===== src/rtl/f1_light_ctrl.sv =====
// f1_light_ctrl: start-light sequencer with tick divider and LFSR random hold.
// Optional macro TRIG_RESTART_EN: trigger during FILL/HOLD restarts the sequence.
module f1_light_ctrl #(
    parameter int WIDTH = 8,
    parameter int DIV_W = 8
) (
    input  logic             clk,
    input  logic             rst,
    input  logic             en,
    input  logic             trigger,
    input  logic [DIV_W-1:0] N,
    output logic [WIDTH-1:0] lights,
    output logic             busy,
    output logic             done
);

    typedef enum logic [1:0] {IDLE, FILL, HOLD} state_t;

    state_t           state;
    state_t           state_n;
    logic [DIV_W-1:0] cnt;
    logic [6:0]       lfsr;
    logic [6:0]       delay_cnt;
    logic [6:0]       delay_n;
    logic [WIDTH-1:0] lights_n;
    logic             done_n;
    logic             reload;
    logic             tick;

    assign tick = en && (cnt == '0);

    // Tick divider: counts down while enabled, reloads N after each tick
    always_ff @(posedge clk or posedge rst) begin
        if (rst) begin
            cnt <= '0;
        end else if (reload) begin
            cnt <= N;
        end else if (en) begin
            cnt <= (cnt == '0) ? N : cnt - DIV_W'(1);
        end
    end

    // Free-running x^7+x^6+1 LFSR supplying the random hold length
    always_ff @(posedge clk or posedge rst) begin
        if (rst) begin
            lfsr <= 7'h01;
        end else begin
            lfsr <= {lfsr[5:0], lfsr[6] ^ lfsr[5]};
        end
    end

`ifdef TRIG_RESTART_EN
    logic last_tick;
    assign last_tick = (state == HOLD) && tick && (delay_cnt <= 7'd1);
`endif

    // Sequence FSM: next state, next light pattern and done pulse
    always_comb begin
        state_n  = state;
        lights_n = lights;
        delay_n  = delay_cnt;
        done_n   = 1'b0;
        reload   = 1'b0;
        unique case (state)
            IDLE: begin
                lights_n = '0;
                if (trigger) begin
                    state_n = FILL;
                end
            end
            FILL: begin
                if (tick) begin
                    lights_n = {lights[WIDTH-2:0], 1'b1};
                    if (&lights[WIDTH-2:0]) begin
                        delay_n = lfsr;
                        state_n = HOLD;
                    end
                end
            end
            HOLD: begin
                if (tick) begin
                    if (delay_cnt > 7'd1) begin
                        delay_n = delay_cnt - 7'd1;
                    end else begin
                        lights_n = '0;
                        done_n   = 1'b1;
                        state_n  = IDLE;
                    end
                end
            end
            default: begin
                lights_n = '0;
                state_n  = IDLE;
            end
        endcase
`ifdef TRIG_RESTART_EN
        // The finishing tick wins so the done pulse is never swallowed
        if (trigger && (state != IDLE) && !last_tick) begin
            lights_n = '0;
            reload   = 1'b1;
            state_n  = FILL;
        end
`endif
    end

    // State and registered outputs
    always_ff @(posedge clk or posedge rst) begin
        if (rst) begin
            state     <= IDLE;
            lights    <= '0;
            busy      <= 1'b0;
            done      <= 1'b0;
            delay_cnt <= '0;
        end else begin
            state     <= state_n;
            lights    <= lights_n;
            busy      <= (state_n != IDLE);
            done      <= done_n;
            delay_cnt <= delay_n;
        end
    end

endmodule

===== config.mk =====
export PLATFORM = sky130hd
export DESIGN_NAME = f1_light_ctrl
export DESIGN_NICKNAME = d
export VERILOG_FILES = /design/src/rtl/f1_light_ctrl.sv
export SDC_FILE = /design/constraint.sdc
export NUM_CORES = 1
export LEC_CHECK = 0
export CAP_MARGIN = 25
export CORE_MARGIN = 1
export CORE_UTILIZATION = 45
export CTS_CLUSTER_DIAMETER = 200
export DETAILED_ROUTE_END_ITERATION = 12
export GPL_TIMING_DRIVEN = 0
export PLACE_DENSITY = 0.69
export SLEW_MARGIN = 20
export SYNTH_ARGS = -nofsm -noshare
export SYNTH_HDL_FRONTEND = slang
export SYNTH_SLANG_ARGS = --single-unit

===== constraint.sdc =====
create_clock -name clk -period 2.86 [get_ports clk]
set_input_delay 0.286 -clock clk [delete_from_list [all_inputs] [get_ports clk]]
set_output_delay 0.286 -clock clk [all_outputs]
set_load 0.02 [all_outputs]

# ---- After elaboration in Yosys (flattened, before gate mapping)
# Cells that the tools add are included.
dict set report totals {
  reg_bits 34
  in_bits 12
  out_inout_bits 10
  wordCells 45
}
dict set report op_classes {
  n_addsub 2
  magnitude_cmp 1
  n_eq_ne 7
  n_mux 19
  n_bitwise 1
  n_reduce_logical 8
}
# cell n
set op_table {}
lappend op_table {{$mux 8} 4}
lappend op_table {{$mux 7} 4}
lappend op_table {{$pmux 8 s2} 1}
lappend op_table {{$pmux 7 s2} 1}
lappend op_table {{$mux 2} 5}
lappend op_table {{$ne 2x2->1 const B} 5}
lappend op_table {{$logic_not 8->1} 1}
lappend op_table {{$sub 8x1->8 const B} 1}
lappend op_table {{$gt 7x1->1 const B} 1}
lappend op_table {{$reduce_and 7->1} 1}
lappend op_table {{$sub 7x1->7 const B} 1}
lappend op_table {{$pmux 2 s3} 1}
lappend op_table {{$reduce_and 5->1} 1}
lappend op_table {{$reduce_bool 2->1} 2}
lappend op_table {{$mux 1} 3}
lappend op_table {{$reduce_and 3->1} 1}
lappend op_table {{$eq 2x1->1 const B} 1}
lappend op_table {{$eq 2x2->1 const B} 1}
lappend op_table {{$logic_not 2->1} 1}
lappend op_table {{$logic_and 1x1->1} 1}
lappend op_table {{$xor 1x1->1} 1}

# ---- Longest topological paths before layout
# Gate-level depths: netlist of run 1.
dict set report depth {
  depth_word 5
  mapped_depth 9
  mapped_depth_nobuf 7
}

# ---- Worst setup path after synthesis of run 1
# No wires, ideal clock.
dict set report synth_timing {
  path_type {flip-flop to flip-flop}
  start {register cnt[0]}
  end {register lights[1]}
  setup_time_ns 0.121
  arrival_ns 2.190
  t_required_ns 2.739
  path_slack_ns 0.549
  stages_incl_launch_ff 9
  n_path_buf 1
  period_less_slack_ns 2.311
  cell_sequence {dfrtp_1 inv_1 ha_1 or4b_4 buf_6 or4_4 o21ai_4 o21ai_4 a22o_1}
}
dict set report synth_via {
  elab_chain_len 4
}
# element line_no
set synth_lines {}
lappend synth_lines {{start: declaration} 21} ;# logic [DIV_W-1:0] cnt;
lappend synth_lines {{start signal: assignment} 39} ;# cnt <= (cnt == '0) ? N : cnt - DIV_W'(1);
lappend synth_lines {{$logic_not 8->1 (*)} 30} ;# assign tick = en && (cnt == '0);
lappend synth_lines {{$logic_and 1x1->1 (*)} 30}
lappend synth_lines {{$ne 2x2->1 (no line)} --}
lappend synth_lines {{$reduce_and 3->1 (no line) (*)} --}
lappend synth_lines {{end signal: assignment} 116} ;# lights <= lights_n;
lappend synth_lines {{end: declaration} 12} ;# output logic [WIDTH-1:0] lights,
# Every way passes the cells marked *; elsewhere a longest branch is shown, timed or not.
# A chain may end at the register's enable or synchronous reset.

# ---- Worst setup path in the final report of run 1
dict set report layout_timing {
  start {register cnt[1]}
  end {register delay_cnt[2]}
}
dict set report layout_via {
  elab_chain_len 4
}
# element line_no
set layout_lines {}
lappend layout_lines {{$logic_not 8->1 (*)} 30}
lappend layout_lines {{$logic_and 1x1->1 (*)} 30}
lappend layout_lines {{$ne 2x2->1 (no line)} --}
lappend layout_lines {{$reduce_and 5->1 (no line) (*)} --}
lappend layout_lines {{end signal: assignment} 119} ;# delay_cnt <= delay_n;
lappend layout_lines {{end: declaration} 23} ;# logic [6:0] delay_cnt;
# Marks and branches as above.

==> results of run 1 <==
-- power by group through the flow --
stage	Combinational (mW)	Sequential [mW]	Clock, mW
final	0.237	0.602	0.251
after global routing	0.269	0.615	0.286
after floorplan	0.163	0.604	0
after global placement	0.228	0.603	0
after CTS	0.242	0.601	0.259
after detailed placement	0.242	0.610	0
-- registers in the layout, summed over array words and instances, names as in the netlist --
register,count
busy,1
lfsr,7
done,1
state,2
lights,8
delay_cnt,7
cnt,8
-- metal layers --
layer	global-route usage, %	wire, um
met1	22.3	1400
met4	8.25	53
met2	31.0	1550
met3	7.45	141
met5	0	0
-- logic make-up (layout without fill, tap and decap cells) --
kind of cell / count (synthesis) / count (layout) / synth area share, %
fa+ha+maj: 4 / 4 / 3.11
xor+xnor: 1 / 1 / 0.544
compound gates: 49 / 49 / 21.0
simple gates: 51 / 51 / 18.4
buf+inv: 12 / 40 / 3.34
mux: 1 / 1 / 0.699
flops: 34 / 34 / 52.9
-- metrics by stage --
stage	std cells	hold slack (ps)	power, mW
2_1_floorplan	152	354	0.768
3_5_place_dp	218	368	0.852
4_1_cts	226	330	1.10
3_3_place_gp	218	358	0.831
5_1_grt	226	385	1.17
6_report	226	343	1.09
-- how the worst min path moves through the flow --
stage / from / to / slack, ps / cells after the start
after floorplan: lfsr[1] / lfsr[2] / 350 / 0
after global placement: lfsr[1] / lfsr[2] / 360 / 0
after detailed placement: lfsr[1] / lfsr[2] / 370 / 0
after CTS: en / cnt[1] / 330 / 2
after global routing: en / cnt[1] / 390 / 2
final: en / cnt[1] / 340 / 2
-- worst reg2reg max path: stages, from the launching register on --
cell     delay, ps
dfrtp_1        410
inv_1           80
ha_1           130
or4b_4         450
buf_6          150
nor4_4         560
a32oi_2        190
buf_2          240
o21ai_1        150
o21ai_1         80
-- area by class of cell --
class	count	area, um2	share of cell area [%]
buffer	5	27.5	1.43
clock buffer	6	41.3	2.15
clock inverter	2	10.0	0.521
inverter	7	26.3	1.37
multi-input combinational	106	706	36.7
sequential	34	852	44.4
tap	46	57.6	3.00
timing repair buffer	20	200	10.4
-- synthesized netlist by cell type, types with 3 or more instances --
master / count
nor3_1: 7
a22o_1: 8
and3_1: 3
a21oi_1: 11
nor2_1: 16
nand2_1: 6
clkbuf_1: 3
or3_1: 3
o21ai_0: 8
dfrtp_1: 33
o21ai_1: 9
inv_1: 7
nand2b_1: 4
ha_1: 4
==> results.sh, run 1 <==
export IMPL_cpMostUsedCell="o21ai_1"
export IMPL_worstSetupPathType="flop to flop"
export IMPL_grt_first_pass_wirelength_mm=5.13
export IMPL_yosysWarnings=0
export IMPL_synth_main_ff_cell="dfrtp_1"
export IMPL_cts_made_buffers=5
export IMPL_grt_pass1_vias=1169
export IMPL_outcome="completed"
export IMPL_r2r_slack_ps=320
export IMPL_cp_end_kind="flop"
export IMPL_ir_drop_v=0.000324
export IMPL_startpoint="cnt[1]"
export IMPL_io_buffers=20
export IMPL_die_area_um2=3820
export IMPL_nFillCells=295
export IMPL_antenna_left=0
export IMPL_yosysTopAreaCell="dfrtp_1"
export IMPL_postCtsHoldBufs=0
export IMPL_leakage_nw=0.817
export IMPL_slew_viol_final=0
export IMPL_seqPwrFrac_pct=55.2
export IMPL_die_width_um=61.8
export IMPL_setup_viol=0
export IMPL_synth_top_area_share_pct=51.2
export IMPL_layout_setup_ws_ps=320
export IMPL_synth_fp_nets=168
export IMPL_num_vias=1244
export IMPL_path_cells="inv_1, ha_1, or4b_4, buf_6, nor4_4, a32oi_2, buf_2, o21ai_1, o21ai_1"
export IMPL_fin_skew_ps=14.2
export IMPL_hp_class="primary input to flop"
export IMPL_cts_resized=0
export IMPL_synth_area_top_cells="dfrtp_1 (51%), a22o_1 (4.3%), nor2_1 (3.7%)"
export IMPL_synth_edf_count=0
export IMPL_rsz0062_at_grt="no"
export IMPL_grt_max_degree=35
export IMPL_crit_end="delay_cnt[2]"
export IMPL_tritoncts="done"
export IMPL_crit_arrival_ps=2770
export IMPL_ys_ff_latch=34
export IMPL_drt_wl_total_mm=3.15
export IMPL_syn2layout_area_growth_pct=19.2
export IMPL_drive_gt1_share_pct=11.7
export IMPL_p_comb_share_pct=21.8
export IMPL_cts_buffer_depth=2
export IMPL_firstDrtPassIters=4
export IMPL_dp_hpwl_mm=2.34
export IMPL_fin_nets=195
export IMPL_synthesis_area_um2=1610
export IMPL_clk_insertion_delay_late_ps=340
export IMPL_grt_ovfl_total=0
export IMPL_routedWlPerCell_um=13.9
export IMPL_placedInstanceArea_um2=1870
export IMPL_antenna_found_initial=0
export IMPL_tightest_slew_ps=689
export IMPL_critical_path_top_delay_family="simple AND/OR/NAND/NOR gates"
export IMPL_syn_inst=152
export IMPL_power_density_nw_per_um2=568
export IMPL_avgSynthCellArea_um2=10.6
export IMPL_clkPwrFrac_pct=23.0
export IMPL_die_h_um=61.8
export IMPL_final_common_cell="dfrtp_1"
export IMPL_path_buf_inv=3
export IMPL_cp_required_ps=3090
export IMPL_setup_tns_ps=0
export IMPL_pre_cts_slack_ps=334
export IMPL_power_switching_share_pct=31.3
export IMPL_finalInstanceArea_um2=1920
export IMPL_ff2ff_path_depth=9
export IMPL_switchingPower_uw=341
export IMPL_core_um2=3390
export IMPL_cts_setup_buffers=0
export IMPL_drtIter0Drc=40
export IMPL_gp_congestion=0.802
export IMPL_cp_start_kind="flop"
export IMPL_viasPerCell=5.50
export IMPL_route_detailed_drc=0
export IMPL_htreeDepth=2
export IMPL_async_reset_ff_share_pct=100
export IMPL_crit_slowest_cell="nor4_4"
export IMPL_cp_max_fo=10
export IMPL_internal_power_uw=749
export IMPL_post_route_util_pct=56.7
export IMPL_grt_util_all_layers_pct=19.0
export IMPL_cts_sinks=34
export IMPL_cap_violations=0
export IMPL_clk_pin_slew_ps=100
export IMPL_slowest_delay_ps=560
export IMPL_hold_violations=0
export IMPL_period_needed_ps=2540
export IMPL_antenna_cells=0
export IMPL_rows=21
export IMPL_seq_area_frac_synth_pct=52.9
export IMPL_io_pin_count=22
export IMPL_fmax_mhz=394
export IMPL_root_buffer="clkbuf_4"
export IMPL_synth_cell_types=39
export IMPL_slew_headroom_pct=54.0
export IMPL_crit_cells=9
export IMPL_start_util_pct=47.5
export IMPL_r2r_start="cnt[1]"
export IMPL_final_cell_mix="dfrtp_1 (33), clkdlybuf4s50_1 (20), nor2_1 (16)"
export IMPL_regToRegEndpoint="delay_cnt[2]"
export IMPL_fin_crit_sh_pct=88.8
Note: power is estimated with default switching activity, not from simulation.
==> inputs of run 2 (changes only) <==
- GPL_TIMING_DRIVEN: 0 -> not set
==> run 2 against run 1 <==
Against the previous run:
- routed wire length is 1.5% higher
- cell count stayed put
- cell area rose by 1.0%
- critical endpoint is now lights[1]
==> results.sh, run 2 (synthesis results as in run 1) <==
export IMPL_power_density_nw_per_um2=570
export IMPL_dp_hpwl_mm=2.30
export IMPL_final_cell_mix="dfrtp_1 (33), clkdlybuf4s50_1 (21), nor2_1 (16)"
export IMPL_gp_congestion=0.753
export IMPL_switchingPower_uw=330
export IMPL_pre_cts_slack_ps=438
export IMPL_clkPwrFrac_pct=24.7
export IMPL_use_met2_pct=30.3
export IMPL_cp_end_kind="flop"
export IMPL_cts_setup_buffers=0
export IMPL_drive_gt1_share_pct=11.7
export IMPL_die_area_um2=3820
export IMPL_grt_busiest_layer="met2"
export IMPL_syn2layout_area_growth_pct=20.4
export IMPL_cap_violations=0
export IMPL_core_um2=3390
export IMPL_crit_arrival_ps=2630
export IMPL_outcome="completed"
export IMPL_ir_drop_v=0.000391
export IMPL_fmax_mhz=417
export IMPL_hp_class="primary input to async pin"
export IMPL_setup_viol=0
export IMPL_period_needed_ps=2400
export IMPL_htreeDepth=2
export IMPL_drt_wl_total_mm=3.19
export IMPL_fin_nets=195
export IMPL_grt_ovfl_total=0
export IMPL_worstSetupPathType="flop to flop"
export IMPL_grt_first_pass_wirelength_mm=5.13
export IMPL_path_cells="inv_1, ha_1, or4b_4, or4_4, o21ai_4, o21ai_4, a22o_1"
export IMPL_slew_headroom_pct=55.9
export IMPL_grt_pass1_vias=1174
export IMPL_setup_tns_ps=0
export IMPL_area_sequential_um2=852
export IMPL_start_util_pct=47.5
export IMPL_slew_viol_final=0
export IMPL_io_buffers=21
export IMPL_nFillCells=301
export IMPL_viasPerCell=5.45
export IMPL_num_vias=1232
export IMPL_final_common_cell="dfrtp_1"
export IMPL_postCtsHoldBufs=0
export IMPL_seqPwrFrac_pct=54.2
export IMPL_layout_setup_ws_ps=461
export IMPL_tritoncts="done"
export IMPL_antenna_found_initial=0
export IMPL_reg_largest_list="cnt (8), lights (8)"
export IMPL_rsz0062_at_grt="no"
export IMPL_cp_required_ps=3090
export IMPL_r2r_start="cnt[0]"
export IMPL_cpMostUsedCell="o21ai_4"
export IMPL_finalPower_mw=1.11
export IMPL_p_comb_share_pct=21.1
export IMPL_die_h_um=61.8
export IMPL_fin_crit_sh_pct=83.9
export IMPL_route_detailed_drc=0
export IMPL_drtIter0Drc=68
export IMPL_tightest_slew_ps=656
export IMPL_root_buffer="clkbuf_4"
export IMPL_multiInputGateArea_um2=706
export IMPL_hold_violations=0
export IMPL_grt_util_all_layers_pct=19.2
export IMPL_slowest_delay_ps=550
export IMPL_die_width_um=61.8
export IMPL_cp_max_fo=8
export IMPL_clk_insertion_delay_late_ps=340
export IMPL_antenna_left=0
export IMPL_crit_slowest_cell="or4_4"
export IMPL_dpl_cell_count=218
export IMPL_cts_resized=0
export IMPL_cp_start_kind="flop"
export IMPL_antenna_cells=0
export IMPL_clk_pin_slew_ps=100
export IMPL_firstDrtPassIters=4
export IMPL_rows=21
export IMPL_cts_sinks=34
export IMPL_power_switching_share_pct=29.9
export IMPL_grt_util_met3_pct=5.59
export IMPL_met1_usage_pct=23.2
export IMPL_cts_made_buffers=5
export IMPL_grt_max_degree=35
export IMPL_internal_power_uw=776
export IMPL_cts_buffer_depth=2
export IMPL_leakage_nw=0.832
export IMPL_stdcell_count=226
export IMPL_routedWlPerCell_um=14.1
export IMPL_startpoint="cnt[0]"
export IMPL_io_pin_count=22
export IMPL_fin_skew_ps=8.17
[run 2: changes by cell type in the layout (fill, tap and decap cells not counted), sizes merged]
cell	change
clkbuf	-1
clkdlybuf4s50	+1
buf	+2
clkinv	-2
[run 2: worst max-delay path, delay by kind of cell, from the launching register on]
| kind | cells | cell delay (ps) |
|---|---|---|
| DFF | 1 | 390 |
| buffers and inverters | 1 | 100 |
| adders and majority gates | 1 | 160 |
| and+or+nand+nor | 2 | 1070 |
| AOI/OAI and AO/OA | 3 | 570 |
[run 2: path summary, 6_finish.rpt]
check	to	slack, ps	depth (start not counted)
min in group clk	lfsr[2]	380	0
max in group asynchronous	lfsr[0]	2190	3
worst max register to register	lights[1]	460	7
worst max-delay path	lights[1]	460	7
worst min-delay path	lights[7]	330	3
worst min register to register	lfsr[2]	380	0
[run 2: per-layer routing]
layer / vias up / wire, um
met1: 590 / 1450
met4: 0 / 68
met2: 25 / 1550
met3: 8 / 128
li1: 609 / -
met5: - / 0
[run 2: power by group through the flow]
stage	Combinational (mW)	Sequential [mW]	Clock (mW)
after floorplan	0.163	0.604	0
after global placement	0.225	0.604	0
after detailed placement	0.237	0.608	0
after CTS	0.239	0.599	0.281
after global routing	0.263	0.607	0.310
final	0.234	0.599	0.273
[run 2: cell type report]
cell class / count / area share (%)
timing repair buffer: 25 / 12.4
clock buffer: 8 / 3.03
sequential: 34 / 43.9
multi-input combinational: 106 / 36.4
tap: 46 / 2.97
inverter: 7 / 1.35
[run 2: through the flow]
stage	util [%]	area [um2]	hold slack (ps)
global route	57.3	1940	372
floorplan	-	1610	354
finish	57.3	1940	333
detailed placement	55.5	1880	362
global placement	55.5	1880	359
CTS	57.3	1940	349
==> inputs of run 3 (changes only) <==
- clock period: 2.86 -> 2.24 ns (I/O delays scaled with it)
==> run 3 against run 2 <==
Against the previous run:
- clock skew rose by 7.9 ps
- critical path type unchanged
- non-clock buffer count rose by 10
- core utilization rose by 4.4 points
- highest routed layer unchanged
- clock power rose by 120%
- count of clock-buffer cells in the layout fell by 2
- register-to-register slack got worse by 380 ps
- total power rose by 53%
- cell count rose by 4.4%
- combinational power rose by 42%
- first-iteration DRC count fell by 1.5%
- critical path depth did not move
- maximum frequency rose by 11%
==> results.sh, run 3 (synthesis results as in run 1) <==
export IMPL_cp_required_ps=2490
export IMPL_cts_made_buffers=5
export IMPL_fin_skew_ps=16.0
export IMPL_rows=21
export IMPL_slew_viol_final=0
export IMPL_final_cell_mix="dfrtp_1 (33), clkdlybuf4s50_1 (21), nor2_1 (16)"
export IMPL_io_buffers=21
export IMPL_grt_first_pass_wirelength_mm=5.39
export IMPL_placedInstanceArea_um2=1930
export IMPL_layout_setup_ws_ps=80.7
export IMPL_grt_ovfl_total=0
export IMPL_routed_wl_met3_um=132
export IMPL_grt_util_all_layers_pct=19.9
export IMPL_start_util_pct=47.5
export IMPL_drive_gt1_share_pct=19.5
export IMPL_rsz0062_at_grt="yes"
export IMPL_syn2layout_area_growth_pct=29.6
export IMPL_hold_violations=0
export IMPL_outcome="completed"
export IMPL_antenna_found_initial=0
export IMPL_crit_arrival_ps=2400
export IMPL_drtIter0Drc=67
export IMPL_reg_largest_list="cnt (8), lights (8)"
export IMPL_setup_tns_ps=0
export IMPL_leakage_nw=0.902
export IMPL_io_pin_count=22
export IMPL_path_buf_inv=1
export IMPL_dp_hpwl_mm=2.31
export IMPL_m1WireLength_mm=1.55
export IMPL_num_vias=1299
export IMPL_tightest_slew_ps=539
export IMPL_grt_max_degree=35
export IMPL_period_needed_ps=2160
export IMPL_cp_max_fo=8
export IMPL_fin_nets=205
export IMPL_die_area_um2=3820
export IMPL_antenna_cells=0
export IMPL_crit_slowest_cell="or4b_4"
export IMPL_path_cells="inv_2, ha_4, or4b_4, or4_4, o21ai_4, o21ai_4, a22o_1"
export IMPL_clk_pin_slew_ps=110
export IMPL_wl_met2_mm=1.59
export IMPL_routedWlPerCell_um=14.2
export IMPL_whs_ps=259
export IMPL_cts_buffer_depth=2
export IMPL_gp_congestion=0.873
export IMPL_fmax_mhz=463
export IMPL_ir_drop_v=0.000480
export IMPL_finalPower_mw=1.70
export IMPL_setup_viol=0
export IMPL_core_um2=3390
export IMPL_postCtsHoldBufs=0
export IMPL_cp_start_kind="flop"
export IMPL_worstSetupPathType="flop to flop"
export IMPL_hp_class="primary input to async pin"
export IMPL_top_signal_layer_used="met4"
export IMPL_tritoncts="done"
export IMPL_power_density_nw_per_um2=812
export IMPL_htreeDepth=2
export IMPL_fin_crit_sh_pct=96.4
export IMPL_antenna_left=0
export IMPL_final_common_cell="dfrtp_1"
export IMPL_die_h_um=61.8
export IMPL_slew_headroom_pct=64.1
export IMPL_pre_cts_slack_ps=-15.0
export IMPL_die_width_um=61.8
export IMPL_firstDrtPassIters=4
export IMPL_grt_pass1_vias=1195
export IMPL_route_detailed_drc=0
export IMPL_clk_insertion_delay_late_ps=340
export IMPL_cts_sinks=34
export IMPL_slowest_delay_ps=470
export IMPL_finalInstanceArea_um2=2090
export IMPL_root_buffer="clkbuf_4"
export IMPL_cp_end_kind="flop"
export IMPL_cpMostUsedCell="o21ai_4"
export IMPL_cap_violations=0
export IMPL_critical_path_top_delay_family="simple AND/OR/NAND/NOR gates"
export IMPL_drt_wl_total_mm=3.34
export IMPL_viasPerCell=5.50
run 3: cell count changes in the layout (fill, tap and decap cells not counted):
| cell | before | now |
|---|---|---|
| clkbuf_1 | 2 | 0 |
| ha_4 | 0 | 1 |
| ha_1 | 4 | 3 |
| buf_4 | 4 | 13 |
| inv_1 | 7 | 5 |
| inv_2 | 0 | 2 |
| buf_6 | 0 | 1 |
| bufinv_16 | 0 | 2 |
| a21oi_2 | 0 | 1 |
| a21oi_1 | 11 | 10 |
run 3: worst paths after layout:
kind / from / cells past startpoint / to / slack [ps]
worst max-delay path: cnt[1] / 7 / lights[7] / 80
worst min-delay path: rst / 3 / state[1] / 260
worst max register to register: cnt[1] / 7 / lights[7] / 80
worst min register to register: lfsr[2] / 0 / lfsr[3] / 380
max in group asynchronous: rst / 3 / lfsr[0] / 1640
min in group clk: lfsr[2] / 0 / lfsr[3] / 380
run 3: worst reg2reg max path: stages, from the launching register on:
cell and delay (ps):
dfrtp_1 420, inv_2 90, ha_4 120, or4b_4 470, or4_4 450, o21ai_4 180
o21ai_4 120, a22o_1 240
run 3: routing by layer:
layer | track usage (%) | up-vias
li1 | - | 624
met1 | 25.1 | 624
met2 | 32.0 | 40
met3 | 5.18 | 11
met4 | 9.52 | 0
met5 | 0 | -
run 3: stage by stage:
step           util, %  cells
2_1_floorplan        -    152
3_3_place_gp      56.8    224
3_5_place_dp      56.8    224
4_1_cts           60.8    235
5_1_grt           61.6    236
6_report          61.6    236
run 3: power breakdown:
group	leakage (nW)	internal (mW)	switching, mW
sequential	0.432	0.691	0.0800
clock	0.0585	0.378	0.214
combinational	0.412	0.168	0.165
run 3: repair_timing:
item / CTS / global route
setup endpoints to repair: 7 / 14
setup buffers: 3 / 1
pin swaps: 1 / 5
resized for setup: 0 / 6
run 3: area by class of cell:
cell class              instances  area, um2
well taps                      46       57.6
clock buffers                   6       51.3
multi-input cells             106        722
fillers                       291       1300
repair buffers                 35        319
flip-flops and latches         34        852
clock inverters                 2       60.1
inverters                       7       26.3
